<file path="config.mk">
export PLATFORM = sky130hd
export DESIGN_NAME = result_monitor
export DESIGN_NICKNAME = d
export VERILOG_FILES = /design/src/rtl/result_mon_pkg.sv /design/src/rtl/result_fifo.sv /design/src/rtl/result_monitor.sv
export SDC_FILE = /design/constraint.sdc
export NUM_CORES = 1
export LEC_CHECK = 0
export BUFFER_PORTS_ARGS = -buffer_cell sky130_fd_sc_hd__buf_2
export CAP_MARGIN = 15
export CORE_MARGIN = 1
export CORE_UTILIZATION = 56
export CTS_CLUSTER_DIAMETER = 50
export DETAILED_ROUTE_END_ITERATION = 16
export GPL_ROUTABILITY_DRIVEN = 1
export GPL_TIMING_DRIVEN = 0
export PLACE_DENSITY = 0.8
export SKIP_LAST_GASP = 1
export SLEW_MARGIN = 20
export SYNTH_ARGS = -nofsm -noshare
export SYNTH_HDL_FRONTEND = slang
export SYNTH_SLANG_ARGS = --single-unit
export TNS_END_PERCENT = 50
</file>
<file path="constraint.sdc">
create_clock -name clk -period 2.9 [get_ports clk]
set_input_delay 0.435 -clock clk [delete_from_list [all_inputs] [get_ports clk]]
set_output_delay 0.435 -clock clk [all_outputs]
set_load 0.05 [all_outputs]
</file>
<file path="src/rtl/result_mon_pkg.sv">
// rtl/result_mon_pkg.sv - shared defaults, entry record and drop-counter limit for the result monitor
package result_mon_pkg;

    localparam int DEF_DATA_W = 32;
    localparam int DEF_DEPTH  = 8;
    localparam int DEF_TS_W   = 16;

    localparam logic [7:0] DROP_MAX = 8'd255;

    typedef struct packed {
        logic [DEF_DATA_W-1:0] data;
        logic [DEF_TS_W-1:0]   stamp;
    } entry_t;

endpackage

</file>
<file path="src/rtl/result_fifo.sv">
// rtl/result_fifo.sv - synchronous FIFO of captured entries, head read straight from storage
module result_fifo
    import result_mon_pkg::*;
#(
    parameter int  DEPTH  = DEF_DEPTH,
    parameter type item_t = entry_t
) (
    input  logic                   clk,
    input  logic                   reset,
    input  logic                   push,
    input  item_t                  push_item,
    input  logic                   pop,
    output logic [$clog2(DEPTH):0] level,
    output item_t                  head
);

    localparam int AW = $clog2(DEPTH);

    item_t         mem [DEPTH];
    logic [AW-1:0] rd_ptr;
    logic [AW-1:0] wr_ptr;

    // Storage is reset so the head reads as zero whenever the FIFO is empty after reset.
    always_ff @(posedge clk or negedge reset) begin
        if (!reset) begin
            rd_ptr <= '0;
            wr_ptr <= '0;
            level  <= '0;
            for (int i = 0; i < DEPTH; i++) begin
                mem[i] <= '0;
            end
        end else begin
            if (push) begin
                mem[wr_ptr] <= push_item;
                wr_ptr      <= wr_ptr + 1'b1;
            end
            if (pop) begin
                rd_ptr <= rd_ptr + 1'b1;
            end
            unique case ({push, pop})
                2'b10:   level <= level + 1'b1;
                2'b01:   level <= level - 1'b1;
                default: ;
            endcase
        end
    end

    assign head = mem[rd_ptr];

endmodule

</file>
<file path="src/rtl/result_monitor.sv">
// rtl/result_monitor.sv - samples the result stream, filters repeats, timestamps and queues captured words
module result_monitor
    import result_mon_pkg::*;
#(
    parameter int DATA_W = DEF_DATA_W,
    parameter int DEPTH  = DEF_DEPTH,
    parameter int TS_W   = DEF_TS_W
) (
    input  logic                   clk,
    input  logic                   reset,
    input  logic                   res_valid,
    input  logic [DATA_W-1:0]      res_data,
    input  logic                   filter_en,
    output logic                   out_valid,
    input  logic                   out_ready,
    output logic [DATA_W-1:0]      out_data,
    output logic [TS_W-1:0]        out_time,
    output logic [$clog2(DEPTH):0] level,
    output logic                   overflow,
    output logic [7:0]             drop_cnt,
    input  logic                   clear_ovf
);

    localparam int LW = $clog2(DEPTH) + 1;
    localparam logic [LW-1:0] FULL_LEVEL = LW'(DEPTH);

    typedef struct packed {
        logic [DATA_W-1:0] data;
        logic [TS_W-1:0]   stamp;
    } mon_entry_t;

    logic [TS_W-1:0]   ts;
    logic [DATA_W-1:0] last_data;
    logic              last_vld;
    logic              filtered;
    logic              full;
    logic              pop;
    logic              push;
    logic              lost;
    mon_entry_t        push_item;
    mon_entry_t        head;

    assign out_valid = (level != '0);
    assign pop       = out_valid && out_ready;
    assign full      = (level == FULL_LEVEL);
    assign filtered  = filter_en && last_vld && (res_data == last_data);

    // A full FIFO still accepts a word when the head leaves in the same cycle.
    assign push      = res_valid && !filtered && (!full || pop);
    assign lost      = res_valid && !filtered && full && !pop;
    assign push_item = '{data: res_data, stamp: ts};

    always_ff @(posedge clk or negedge reset) begin
        if (!reset) begin
            ts        <= '0;
            last_data <= '0;
            last_vld  <= 1'b0;
            overflow  <= 1'b0;
            drop_cnt  <= '0;
        end else begin
            ts <= ts + 1'b1;
            if (push) begin
                last_data <= res_data;
                last_vld  <= 1'b1;
            end
            if (clear_ovf) begin
                overflow <= 1'b0;
                drop_cnt <= '0;
            end else if (lost) begin
                overflow <= 1'b1;
                if (drop_cnt != DROP_MAX) begin
                    drop_cnt <= drop_cnt + 8'd1;
                end
            end
        end
    end

    result_fifo #(
        .DEPTH  (DEPTH),
        .item_t (mon_entry_t)
    ) u_fifo (
        .clk       (clk),
        .reset     (reset),
        .push      (push),
        .push_item (push_item),
        .pop       (pop),
        .level     (level),
        .head      (head)
    );

    assign out_data = head.data;
    assign out_time = head.stamp;

endmodule

</file>
==> run metrics <==
status finished, violations left; failing checks negative setup slack; share of cells above drive strength 1 0.523; period utilization 1.03; Starting Density 0.569; ANT nets after route 0; clk sink count 452; deepest clock path buffer count 3; DRC 0; GR Overflow Total 0; Placement Cell Area 22000 µm²; Max VDD drop 1440 µV; worst path cell trace xor2_1 -> nor3_1 -> nand3_1 -> nor4_1 -> buf_4 -> nor4_1 -> buf_2 -> buf_6 -> mux2_2; Clk pwr share 0.219; RSZ-0062 raised after global routing yes; GR Util All Layers 0.244; CTS Buf Count 49; vias in the first global route 12.8k; Iter 0 DRT Violations 610; EDFF count, synth 0; Critical Path Sink Type flip-flop; final setup TNS -1570 ps; Inst Count DP 1865; Place WS -599 ps; slowest stage delay, CP 630 ps; CTS tree done; Synth Area per Inst 15.7 µm²; Storage cell area 11300 µm²; Synth Register Bits 452; fmax 336 MHz; syn nets 1369; Max H-tree Level 2; DIE WIDTH 195 µm; Sw Ratio 0.352; mapped cell area 20800 µm²; fin cells 1977; hold_ws 133 ps; routability congestion estimate 0.806; Clock Latency Late Sink 570 ps; Final setup viols 37; kind of critical path reg -> reg; hold crit path type in -> reg; Final min period 2970 ps; Critical-path top delay cell nor4_1; I/O Buffers 68; detailed-route vias per instance 5.96; Root Buffer clkbuf_16; Rows 70; Multi-input gate area 8840 µm²; total power 28.9 mW; Final nets 1515; design area 24300 µm²; first drt pass iteration count 5; Setup WS post-layout -72.6 ps; pin count of the biggest net entering global routing 99; post-synth cell types 47; startpoint types flip-flop; NetSw 10.2 mW; Most common cell on crit path nor4_1; max cap viols 0; HPWL Detailed 28900 µm; Least-Margin Pin Slew 906 ps; Final Hold Fails 0; register area share after synthesis 0.543; Reg power frac 0.342; Routed wire per std cell 23.1 µm; Final Skew 11.1 ps; core area 36600 µm²; fin util 0.664; Gate power share 0.439; Pleak 10.8 nW; crit path max fanout 10; initial antenna violation count 5; CP Data Required Time 3350 ps; DR vias 11.8k; internal power 18.7 mW; Async S/R FF share, synth 1.00; power density cells 1190 nW/µm²; top_reg_cell synth dfrtp_1; filler instances 2444; Max-slew headroom 0.396; Top-Level Pins 100; pins over their slew limit 0; Die ar. 38000 µm²; Worst Path Arrival 3420 ps; synth warn 0; delay-heaviest family, CP simple AND/OR/NAND/NOR gates; P&R area growth vs syn 16.7%; first-pass GRT wire length 72100 µm; Gate Count Post-Synth 1324; Critical path buffers and inverters 3; clock slew at reported path FFs 60 ps; routed wire length 45700 µm; Die Y 195 µm
==> synthesized netlist by cell type, drive strengths merged (4+ instances only) <==
| cell | n | area share |
|---|---|---|
| nor3 | 7 | 0.0017 |
| mux2 | 467 | 0.26 |
| o31ai | 5 | 0.0018 |
| nor4 | 8 | 0.0024 |
| nand3 | 15 | 0.0047 |
| buf | 87 | 0.029 |
| nand4 | 5 | 0.0015 |
| nor2 | 12 | 0.0022 |
| xnor2 | 17 | 0.0071 |
| dfrtp | 452 | 0.54 |
| xor2 | 35 | 0.015 |
| a21oi | 9 | 0.0022 |
| nand2 | 21 | 0.0038 |
| clkbuf | 36 | 0.0065 |
| o21ai | 4 | 0.00096 |
| or4 | 7 | 0.0025 |
| ha | 7 | 0.0042 |
| mux4 | 96 | 0.10 |
| inv | 8 | 0.0014 |
==> sequential cells by signal, indices dropped and copies added, names as in the netlist <==
register       flops
last_data         32
overflow           1
u_fifo.mem       384
ts                16
u_fifo.level       4
u_fifo.rd_ptr      3
u_fifo.wr_ptr      3
drop_cnt           8
last_vld           1
==> worst paths after layout <==
kind | startpoint | endpoint | slack, ps | cells past startpoint
max in group asynchronous | reset | u_fifo.mem[121] | 1150 | 5
max | last_data[3] | u_fifo.mem[102] | -70 | 9
min in group asynchronous | reset | u_fifo.mem[147] | 470 | 3
min reg2reg | last_vld | last_vld | 480 | 1
max reg2reg | last_data[3] | u_fifo.mem[102] | -70 | 9
min | res_data[15] | u_fifo.mem[31] | 130 | 2
==> kinds of logic (layout without fill, tap and decap cells) <==
kind of cell / Yosys count / count (layout) / synth area share
flip-flops: 452 / 452 / 0.543
XOR/XNOR: 52 / 52 / 0.0219
multiplexers: 564 / 564 / 0.360
AO/OA/AOI/OAI: 22 / 22 / 0.00673
buffers and inverters: 131 / 313 / 0.0373
AND/OR/NAND/NOR: 96 / 96 / 0.0269
other: 0 / 3 / 0
adder cells (fa/ha/maj): 7 / 7 / 0.00420
==> cell usage in the layout, fill, tap and decap left out, drive strengths merged, types with 4 or more instances in the layout <==
master	synthesis	final
nand3	15	15
bufinv	0	4
mux4	96	96
dfrtp	452	452
xor2	35	35
clkinvlp	0	5
nor3	7	7
o21ai	4	4
ha	7	7
buf	87	181
clkinv	0	7
nand2	21	21
nor2	12	12
a21oi	9	9
o31ai	5	5
nand4	5	5
inv	8	11
xnor2	17	17
nor4	8	8
clkbuf	36	104
or4	7	7
mux2	467	467
==> final cells by class <==
class	count	area share
sequential	452	0.465
antenna	3	0.000309
tap	468	0.0241
buffer	120	0.0398
multi-input combinational	741	0.364
clock inverter	19	0.00931
clock buffer	68	0.0584
timing repair buffer	98	0.0380
inverter	8	0.00123
==> timing repair <==
action,4_1_cts,5_1_grt
setup buffers,1,19
gates cloned,0,4
hold endpoints to repair,94,0
pin swaps,3,10
gates resized for setup,59,135
hold buffers,1,0
endpoints found under the setup margin,61,101
==> power by group through the flow <==
stage / clock network (mW) / registers [mW] / logic, mW
6_report: 6.33 / 9.89 / 12.7
5_1_grt: 6.67 / 10.1 / 13.4
4_1_cts: 6.43 / 9.83 / 11.7
2_1_floorplan: 0 / 9.57 / 9.12
3_3_place_gp: 0 / 9.71 / 11.3
3_5_place_dp: 0 / 9.88 / 11.6
==> worst register-to-register path, cell delays in order, from the launching register on <==
cell	delay, ps
dfrtp_1	400
xor2_1	280
nor3_1	100
nand3_1	130
nor4_1	90
buf_4	180
nor4_1	630
buf_2	460
buf_6	240
mux2_2	350
==> metal layers <==
metal  global-route usage  wire length (µm)  vias to the layer above
met5                    0                26                        -
met4               0.0645               950                        4
met3               0.0383              1850                       76
met2                0.403             23000                      231
met1                0.340             19900                     6339
li1                     -                 -                     5141
Note: power is estimated with default switching activity, not from simulation.
